$ cat src/rtl/renode_outputs_pkg.sv
// renode_outputs_pkg: shared types and constants for the Renode output-line reporter.
// Optional macro RENODE_OUTPUTS_TIMESTAMP_EN adds a 32-bit timestamp to each snapshot.
package renode_outputs_pkg;

  typedef logic [7:0]  msg_action_t;
  typedef logic [63:0] msg_address_t;
  typedef logic [63:0] msg_data_t;

  // Matches the "interrupt" entry of the Renode co-simulation action enumeration.
  localparam msg_action_t ActionInterrupt = 8'd6;

  localparam int MaxOutputs     = 64;
  localparam int TimestampWidth = 32;

  typedef enum logic {
    IDLE = 1'b0,
    SEND = 1'b1
  } state_t;

  // Widest form of a snapshot; unused upper line bits stay zero.
  typedef struct packed {
    logic [MaxOutputs-1:0]     changed;
    logic [MaxOutputs-1:0]     values;
`ifdef RENODE_OUTPUTS_TIMESTAMP_EN
    logic [TimestampWidth-1:0] timestamp;
`endif
  } snapshot_t;

endpackage

$ cat src/rtl/renode_outputs_fifo.sv
// renode_outputs_fifo: single-clock synchronous FIFO with full/empty flags.
// A push while full is accepted only when a pop happens in the same cycle.
module renode_outputs_fifo
  import renode_outputs_pkg::*;
#(
  parameter int Width = 8,
  parameter int Depth = 4
) (
  input  logic             clk,
  input  logic             rst_n,
  input  logic             push,
  input  logic [Width-1:0] din,
  input  logic             pop,
  output logic [Width-1:0] dout,
  output logic             full,
  output logic             empty
);

  localparam int AddrWidth = $clog2(Depth);

  logic [Width-1:0]     mem [Depth];
  logic [AddrWidth-1:0] wr_ptr;
  logic [AddrWidth-1:0] rd_ptr;
  logic [AddrWidth:0]   count;
  logic                 do_push;
  logic                 do_pop;

  assign full  = (count == (AddrWidth + 1)'(Depth));
  assign empty = (count == '0);
  assign dout  = mem[rd_ptr];

  // Qualify requests: pops need data, pushes need room or a simultaneous pop.
  always_comb begin
    do_pop  = pop & ~empty;
    do_push = push & (~full | do_pop);
  end

  // Storage, pointers and occupancy.
  always_ff @(posedge clk or negedge rst_n) begin
    if (!rst_n) begin
      for (int i = 0; i < Depth; i++) begin
        mem[i] <= '0;
      end
      wr_ptr <= '0;
      rd_ptr <= '0;
      count  <= '0;
    end else begin
      if (do_push) begin
        mem[wr_ptr] <= din;
        wr_ptr      <= wr_ptr + AddrWidth'(1);
      end
      if (do_pop) begin
        rd_ptr <= rd_ptr + AddrWidth'(1);
      end
      case ({do_push, do_pop})
        2'b10:   count <= count + (AddrWidth + 1)'(1);
        2'b01:   count <= count - (AddrWidth + 1)'(1);
        default: count <= count;
      endcase
    end
  end

endmodule

$ cat src/rtl/renode_outputs.sv
// renode_outputs: watches DUT output lines and emits one interrupt message per
// changed line to Renode over a valid/ready handshake.
// Optional macro RENODE_OUTPUTS_TIMESTAMP_EN places a cycle timestamp in msg_data[63:32].
module renode_outputs
  import renode_outputs_pkg::*;
#(
  parameter int OutputsCount   = 1,
  parameter int FifoDepth      = 4,
  parameter int DropCountWidth = 16
) (
  input  logic                      clk,
  input  logic                      rst_n,
  input  logic [OutputsCount-1:0]   outputs,
  output logic                      msg_valid,
  input  logic                      msg_ready,
  output logic [7:0]                msg_action,
  output logic [63:0]               msg_address,
  output logic [63:0]               msg_data,
  output logic                      overflow,
  output logic [DropCountWidth-1:0] drop_count,
  input  logic                      clear_overflow
);

`ifdef RENODE_OUTPUTS_TIMESTAMP_EN
  localparam int SnapWidth = 2 * OutputsCount + TimestampWidth;
`else
  localparam int SnapWidth = 2 * OutputsCount;
`endif

  // Index of the lowest set bit; lower indices are reported first.
  function automatic logic [5:0] lowest_set(input logic [63:0] v);
    logic [5:0] idx;
    idx = 6'd0;
    for (int i = 63; i >= 0; i--) begin
      if (v[i]) begin
        idx = 6'(i);
      end
    end
    return idx;
  endfunction

  logic [OutputsCount-1:0] in_q;
  logic [OutputsCount-1:0] prev;
  logic                    armed;
  logic [OutputsCount-1:0] changed;
  logic                    push;
  logic                    pop;
  logic                    drop;
  logic [SnapWidth-1:0]    fifo_din;
  logic [SnapWidth-1:0]    fifo_dout;
  logic                    fifo_full;
  logic                    fifo_empty;
  snapshot_t               head;
  snapshot_t               cur;
  snapshot_t               next_cur;
  state_t                  state;
  state_t                  next_state;
  logic                    load;
  logic [5:0]              idx;
  logic [5:0]              next_idx;
  logic [63:0]             cleared;

  assign changed = armed ? (in_q ^ prev) : '0;
  assign push    = |changed;
  assign drop    = push & fifo_full & ~pop;

`ifdef RENODE_OUTPUTS_TIMESTAMP_EN
  logic [TimestampWidth-1:0] ts_cnt;

  // Free-running cycle counter used to stamp each snapshot at its push edge.
  always_ff @(posedge clk or negedge rst_n) begin
    if (!rst_n) begin
      ts_cnt <= '0;
    end else begin
      ts_cnt <= ts_cnt + TimestampWidth'(1);
    end
  end

  assign fifo_din = {ts_cnt, changed, in_q};
`else
  assign fifo_din = {changed, in_q};
`endif

  // Input register plus change-detection baseline; the arming edge loads the
  // live value as the baseline so the reset value of in_q never looks like a change.
  always_ff @(posedge clk or negedge rst_n) begin
    if (!rst_n) begin
      in_q  <= '0;
      prev  <= '0;
      armed <= 1'b0;
    end else begin
      in_q <= outputs;
      if (!armed) begin
        prev  <= outputs;
        armed <= 1'b1;
      end else begin
        prev <= in_q;
      end
    end
  end

  renode_outputs_fifo #(
    .Width (SnapWidth),
    .Depth (FifoDepth)
  ) u_fifo (
    .clk   (clk),
    .rst_n (rst_n),
    .push  (push),
    .din   (fifo_din),
    .pop   (pop),
    .dout  (fifo_dout),
    .full  (fifo_full),
    .empty (fifo_empty)
  );

  // Widen the FIFO head into the common snapshot layout.
  always_comb begin
    head = '0;
    head.values[OutputsCount-1:0]  = fifo_dout[OutputsCount-1:0];
    head.changed[OutputsCount-1:0] = fifo_dout[2*OutputsCount-1:OutputsCount];
`ifdef RENODE_OUTPUTS_TIMESTAMP_EN
    head.timestamp = fifo_dout[SnapWidth-1 -: TimestampWidth];
`endif
  end

  // Serializer next-state: walk the pending bits of one snapshot, then fetch the next.
  always_comb begin
    idx        = lowest_set(cur.changed);
    cleared    = cur.changed & ~(64'd1 << idx);
    pop        = 1'b0;
    load       = 1'b0;
    next_cur   = cur;
    next_state = state;
    case (state)
      IDLE: begin
        if (!fifo_empty) begin
          pop        = 1'b1;
          load       = 1'b1;
          next_cur   = head;
          next_state = SEND;
        end else begin
          next_state = IDLE;
        end
      end
      SEND: begin
        if (msg_valid && msg_ready) begin
          if (cleared != 64'd0) begin
            load             = 1'b1;
            next_cur.changed = cleared;
          end else if (!fifo_empty) begin
            pop      = 1'b1;
            load     = 1'b1;
            next_cur = head;
          end else begin
            next_cur.changed = 64'd0;
            next_state       = IDLE;
          end
        end else begin
          next_state = SEND;
        end
      end
      default: begin
        next_cur   = '0;
        next_state = IDLE;
      end
    endcase
    next_idx = lowest_set(next_cur.changed);
  end

  // Serializer state and registered message outputs; outputs only move on a
  // new message or on return to idle, so they hold while the consumer stalls.
  always_ff @(posedge clk or negedge rst_n) begin
    if (!rst_n) begin
      state       <= IDLE;
      cur         <= '0;
      msg_valid   <= 1'b0;
      msg_action  <= 8'd0;
      msg_address <= 64'd0;
      msg_data    <= 64'd0;
    end else begin
      state <= next_state;
      cur   <= next_cur;
      if (load) begin
        msg_valid   <= 1'b1;
        msg_action  <= ActionInterrupt;
        msg_address <= {58'd0, next_idx};
`ifdef RENODE_OUTPUTS_TIMESTAMP_EN
        msg_data    <= {next_cur.timestamp, 31'd0, next_cur.values[next_idx]};
`else
        msg_data    <= {63'd0, next_cur.values[next_idx]};
`endif
      end else if (next_state == IDLE) begin
        msg_valid   <= 1'b0;
        msg_action  <= 8'd0;
        msg_address <= 64'd0;
        msg_data    <= 64'd0;
      end else begin
        msg_valid <= msg_valid;
      end
    end
  end

  // Sticky overflow flag and saturating drop counter; a drop beats a clear.
  always_ff @(posedge clk or negedge rst_n) begin
    if (!rst_n) begin
      overflow   <= 1'b0;
      drop_count <= '0;
    end else if (drop) begin
      overflow <= 1'b1;
      if (clear_overflow) begin
        drop_count <= DropCountWidth'(1);
      end else if (drop_count != {DropCountWidth{1'b1}}) begin
        drop_count <= drop_count + DropCountWidth'(1);
      end else begin
        drop_count <= drop_count;
      end
    end else if (clear_overflow) begin
      overflow   <= 1'b0;
      drop_count <= '0;
    end else begin
      overflow <= overflow;
    end
  end

endmodule
$ cat config.mk
export PLATFORM = sky130hd
export DESIGN_NAME = renode_outputs
export DESIGN_NICKNAME = d
export VERILOG_FILES = /design/src/rtl/renode_outputs_pkg.sv /design/src/rtl/renode_outputs_fifo.sv /design/src/rtl/renode_outputs.sv
export SDC_FILE = /design/constraint.sdc
export NUM_CORES = 1
export LEC_CHECK = 0
export ABC_AREA = 1
export CAP_MARGIN = 10
export CORE_ASPECT_RATIO = 0.75
export CORE_MARGIN = 2
export CORE_UTILIZATION = 45
export DETAILED_ROUTE_END_ITERATION = 7
export GPL_TIMING_DRIVEN = 1
export HOLD_SLACK_MARGIN = 0.03
export PLACE_DENSITY = 0.72
export SYNTH_ARGS = -nofsm -noshare
export SYNTH_HDL_FRONTEND = slang
export SYNTH_SLANG_ARGS = --single-unit
$ cat constraint.sdc
create_clock -name clk -period 8.04 [get_ports clk]
set_input_delay 0.804 -clock clk [delete_from_list [all_inputs] [get_ports clk]]
set_output_delay 0.804 -clock clk [all_outputs]
set_load 0.01 [all_outputs]
== Word-level counts from Yosys, hierarchy flattened ==
Cells that the tools add are included.
W data, S select, Z words.
Word-level totals
  bits in registers: 301
  input port bits: 5
  output and inout port bits: 154
  word-level logic and storage cells: 224
Cells by class
  $add $sub $neg: 5
  shift-type cells: 1
  bitwise gates (word level): 14
  multiplexer cells: 168
  reductions and logical operators: 8
  equality and inequality tests: 5
  $lt $le $gt $ge: 4
Operators with widths (count)
  $mux W6: 128
  $mux W64: 6
  $mux W128: 2
  $pmux W128 S2: 1
  $and A64 B64 Y64: 1
  $mux W16: 4
  $not A64 Y64: 1
  $reduce_bool A64 Y1: 1
  $shl A1 B6 Y64 const A: 1
  $add A16 B1 Y16 const B: 1
  $mux W8: 2
  $ne A16 B16 Y1 const B: 1
  $mux W1: 14
  $bwmux W8: 1
  $lt A6 B7 Y1 const B: 1
  $bmux W1 S6: 1
  $ge A3 B3 Y1 const B: 2
  $mux W2: 3
  $not A2 Y3: 2
  $pmux W1 S2: 3
  $pmux W3 S2: 1
  $reduce_bool A2 Y1: 3
  $add A2 B1 Y2 const B: 2
  $and A1 B1 Y1: 4
  other kinds (15): 19

== Depth between registers and ports, before layout ==
  depth after elaboration: 138
  depth in mapped cells: 142
  mapped depth without buffers: 141

== Cells and area by module ==
From an unflattened synthesis, not the netlist that was laid out.
Second synthesis, totals
  cell total of the unflattened synthesis: 1650
  area total of the unflattened synthesis: 11214.5 um^2
Modules (own cells, without submodules)
  renode_outputs: sequential area each 3928.8 um^2, area an instance 10377.5 um^2, cells an instance 1554, times used 1
  renode_outputs_fifo: sequential area each 375.4 um^2, area an instance 837.1 um^2, cells an instance 96, times used 1

== Worst setup path before layout ==
Ideal clock, no wire load.
  path type: flip-flop to flip-flop
  start: reg cur[126] (netlist bit)
  end: reg msg_data[0]
  setup time: 117 ps
  buffers on the path: 2
  cell stages (with the launch flop): 132
  data required time: 7923 ps
  data arrival time: 7558 ps
  setup slack: 364 ps
  path through: dfrtp_1 > inv_2 > nand2_1 > nand2_1 > nand2_1 > nand2_1 > nand2_1 > nand2_1 > nand2_1 > nand2_1 > nand2_1 > nand2_1 > nand2_1 > nand2_1 > nand2_1 > nand2_1 > nand2_1 > nand2_1 > [96 not listed] > nand2_1 > nand2_1 > nand2_1 > nand2_1 > nand2_1 > nand2_1 > nand2_2 > nand2_4 > buf_6 > nand2_1 > nand3_1 > nand3_1 > nand3_1 > nand3_1 > nand2_1 > nand2_1 > nand3_1 > nand2_1
On the way
  word-level cells in the longest chain between the ends: 137
RTL lines
  start: declaration: line renode_outputs.sv:54  | snapshot_t cur;
  start signal: assignment: line renode_outputs.sv:182  | cur <= next_cur;
  $mux W6 (63 in series): line renode_outputs.sv:35  | if (v[i]) begin
  $shl A1 B6 Y64: line renode_outputs.sv:129  | cleared = cur.changed & ~(64'd1 << idx);
  $not A64 Y64: line renode_outputs.sv:129
  $and A64 B64 Y64: line renode_outputs.sv:129
  $reduce_bool A64 Y1: line renode_outputs.sv:147  | if (cleared != 64'd0) begin
  $mux W64: line renode_outputs.sv:147
  $mux W128: line renode_outputs.sv:146  | if (msg_valid && msg_ready) begin
  $pmux W128 S2: line renode_outputs.sv:134  | case (state)
  $mux W6 (64 in series): line renode_outputs.sv:35
  $bmux W1 S6: line renode_outputs.sv:190  | msg_data <= {63'd0, next_cur.values[next_idx]};
  $mux W1 (implied by the code): line renode_outputs.sv:190
  $mux W64: line renode_outputs.sv:183  | if (load) begin
  end signal: assignment: line renode_outputs.sv:190
  end: declaration: line renode_outputs.sv:18  | output logic [63:0] msg_data,
Several ways; a longest one is shown, not always the timed one. The select of a mux whose other input is x is not followed.
A chain may end at the register's enable or synchronous reset.

== Final worst setup path ==
  start: reg cur[127] (netlist bit)
  end: reg msg_data[0]
On the way
  word-level cells in the longest chain between the ends: 138
RTL lines (line)
  $mux W6 (64 in series): renode_outputs.sv:35
  $shl A1 B6 Y64: renode_outputs.sv:129
  $not A64 Y64: renode_outputs.sv:129
  $and A64 B64 Y64: renode_outputs.sv:129
  $reduce_bool A64 Y1: renode_outputs.sv:147
  $mux W64: renode_outputs.sv:147
  $mux W128: renode_outputs.sv:146
  $pmux W128 S2: renode_outputs.sv:134
  $mux W6 (64 in series): renode_outputs.sv:35
  $bmux W1 S6: renode_outputs.sv:190
  $mux W1 (implied by the code): renode_outputs.sv:190
  $mux W64: renode_outputs.sv:183
Several ways; a longest one is shown, not always the timed one. The select of a mux whose other input is x is not followed.

==> metrics.md <==
| Metric | Value |
|---|---|
| Synthesized area per cell | `between 6 and 7 sq um` |
| DRC viols | `0` |
| #FFs+latches synth | `between 150 and 200` |
| Final Setup Violations | `3` |
| Worst ir drop on vdd | `158 uV` |
| CTS tree | `yes` |
| CTS Buf Count | `17` |
| CP max-delay cell | `or4_4` |
| Area share of the largest cell type after synthesis | `38.5%` |
| Hold buffer count at CTS | `0` |
| Wire per inst | `14.6 microns` |
| GRT Total Usage | `about a quarter` |
| Routability-driven placement congestion ratio | `0.978` |
| Post-route minimum period | `approximately 9.3 ns` |
| Arr. time, crit path | `about 9.7 ns` |
| Fmax achieved | `~110 MHz` |
| Final instance area | `~14,000 sq um` |
| Post-route setup slack | `-1.28 ns` |
| Max incr delay on CP | `0.54 ns` |
| Final Skew | `0.0158 ns` |
| Leakage | `a little over 8 nW` |
| Internal cell power | `1.31 mW` |
| Core Util, Final | `about 60%` |
| Failing checks | `setup timing` |
| Die Area | `around 26,000 sq um` |
| Clock Tree Root | `clkbuf_16` |
| NetSw | `~0.44 mW` |
| First-pass GRT wire length | `around 52 mm` |
| Synth top area cells | `dfrtp_1 38%, nand2_1 15%, inv_1 9.1%` |
| Setup WS pre-CTS | `-1.09 ns` |
| CP endpoint kind | `flip-flop` |
| Synthesized instance count | `roughly 1,700` |
| Die height | `approximately 140 microns` |
| Setup CP Type | `flip-flop to flip-flop` |
| First-pass iteration count of the detailed router | `7` |
| Total grt overflow | `0` |
| Clk Latency, worst-skew pair | `around 0.45 ns` |
| Post-Layout Cell Count | `approximately 2,300` |
| DP Area | `12,900 sq um` |
| Crit Path Max Fanout | `8` |
| Maximum clock insertion buffer count | `2` |
| Routed WL | `roughly 33 mm` |
| Antenna violations before repair | `0` |
| Row cnt | `49` |
| Yosys top cell by area | `dfrtp_1` |
| Final Max Tran Viols | `0` |
| Vias in the first global route | `a little over 10,000` |
| Combinational Power Share | `~3.6%` |
| Most frequent cells in the layout | `409 x nand2_1, 263 x inv_1, 224 x buf_4, 172 x dfrtp_1, 134 x nor2_1` |
| RSZ-0062 raised after global routing | `yes` |
| IO buf count | `31` |
| Slew headroom | `between 30% and 40%` |
| Htree depth | `4` |
| Initial core utilization | `between 40% and 50%` |
| Post-DP HPWL | `23.6 mm` |
| Power per cell area | `approximately 120 nW/um^2` |
| Syn Std Cell Area | `11,200 sq um` |
| Worst-margin pin slew | `0.987 ns` |
| Status | `finished, violations left` |
| Nets@finish | `1,922` |
| Critical path launch point type | `flip-flop` |
| Cell mode on critical path | `nand2_1` |
| Max Cap Viol | `0` |
| Final period util | `116%` |
| Hold Path Class | `primary input to asynchronous set/reset pin` |
| Initial DRC Count | `between 1,000 and 1,500` |
| Diodes inserted | `0` |
| Sequential share of the synthesized area | `38.5%` |
| Final Hold Viols | `0` |
| Via count | `11,200` |
| Most common cell after layout, fill and taps aside | `nand2_1` |
| Sw frac | `25.0%` |
| Std-Cell Core Area | `between 20,000 and 25,000 sq um` |
| Layout cells sized above 1 | `a little under a quarter` |
| Placed Cells | `about 2,200` |
| Largest net degree at the start of global routing | `just under 70` |
| Antenna viol nets, final | `0` |
| # IOs | `between 150 and 200` |
| Clk pin slew, worst setup/hold paths | `0.07 ns` |
| Die width | `~190 microns` |
| WHS | `about 0.26 ns` |
| Clock Power Share | `about 46%` |
| Power share of the sequential group | `roughly half` |
| Sinks on Clock Net | `172` |
| Layout area overhead | `29.3%` |
| Vias per cell | `roughly 4.9` |
| Yosys cell types | `between 40 and 50` |
| Critical Path RT | `around 8.4 ns` |
| Yosys warns | `0` |
worst max-delay path: cells and delay by family (launching register included):
family                 cells  cell delay (ns)
flip-flops                 1             0.39
AO/OA/AOI/OAI              1             0.11
buffers and inverters      5             0.63
AND/OR/NAND/NOR          124             8.10
through the flow:
| step | power [mW] | TNS, ns |
|---|---|---|
| after floorplan | 0.968 | 0 |
| after global placement | 0.948 | -1.59 |
| after detailed placement | 0.949 | -1.78 |
| after CTS | 1.76 | -1.68 |
| after global routing | 1.80 | -7.75 |
| final | 1.74 | -2.66 |
layout make-up:
class | instances | area (sq um)
fillers | 2207 | 9740
multi-input cells | 1154 | 5660
flip-flops and latches | 172 | 4300
repair buffers | 287 | 2480
inverters | 278 | 1050
clock buffers | 20 | 467
well taps | 331 | 414
clock inverters | 12 | 108
path summary, 6_finish.rpt:
kind	depth (start not counted)	slack, ns	startpoint	to
max	130	-1.28	cur[127]	msg_data[0]
min	1	0.26	rst_n	cur[105]
max reg2reg	130	-1.28	cur[127]	msg_data[0]
min reg2reg	2	0.46	u_fifo.mem[5]	u_fifo.mem[5]
max in group asynchronous	2	6.59	rst_n	cur[77]
min in group clk	2	0.46	u_fifo.mem[5]	u_fifo.mem[5]
per-layer routing:
layer / up-vias / track usage, % / routed length, microns
met5: - / 0 / 0
met4: 0 / 6.26 / 503
met3: 47 / 4.86 / 2560
met2: 452 / 37.0 / 14600
met1: 5223 / 37.2 / 15300
li1: 5434 / - / -
synthesized netlist by cell type (all sizes together):
cell	n
a22oi	1
nand2	446
or4	1
xnor2	1
or2	1
xor2	5
dfrtp	172
a31oi	7
fa	1
o2111ai	3
o22ai	13
o21ai	98
o31ai	4
a31o	11
nor2	177
o21bai	4
buf	141
nand3b	1
o221ai	1
nor3	35
clkbuf	33
ha	6
a21oi	40
nor4	9
clkinv	4
a2111oi	1
nor3b	1
conb	2
o211ai	2
a21o	2
inv	274
nand3	133
nand4	16
o311ai	1
o32ai	5
power groups by stage:
stage	clock (mW)	sequential, mW	combinational (mW)
finish	0.809	0.870	0.0629
global route	0.859	0.870	0.0745
CTS	0.825	0.870	0.0622
detailed placement	0	0.887	0.0620
global placement	0	0.887	0.0612
floorplan	0	0.887	0.0801
sequential cells by signal, summed over array words and instances (netlist names), 2 cells and up:
signal and flops:
drop_count 16, msg_address 6, cur 128, u_fifo.count 3, u_fifo.wr_ptr 2, u_fifo.rd_ptr 2, u_fifo.mem 8
cell families (layout without fill, tap and decap cells):
family / after synthesis / after routing / share of synthesized area (%)
xor+xnor: 6 / 6 / 0.469
buf+inv: 452 / 597 / 19.8
compound gates: 193 / 193 / 9.98
simple gates: 820 / 820 / 30.3
flops: 172 / 172 / 38.5
other cells: 2 / 128 / 0.0671
fa+ha+maj: 7 / 7 / 0.850
what timing repair did:
item,in CTS,in global routing
gates resized for setup,32,181
pin swaps,7,49
gates cloned,0,4
endpoints found under the setup margin,3,23
setup buffers,19,31
No activity file was read; power rests on OpenSTA's default activity.
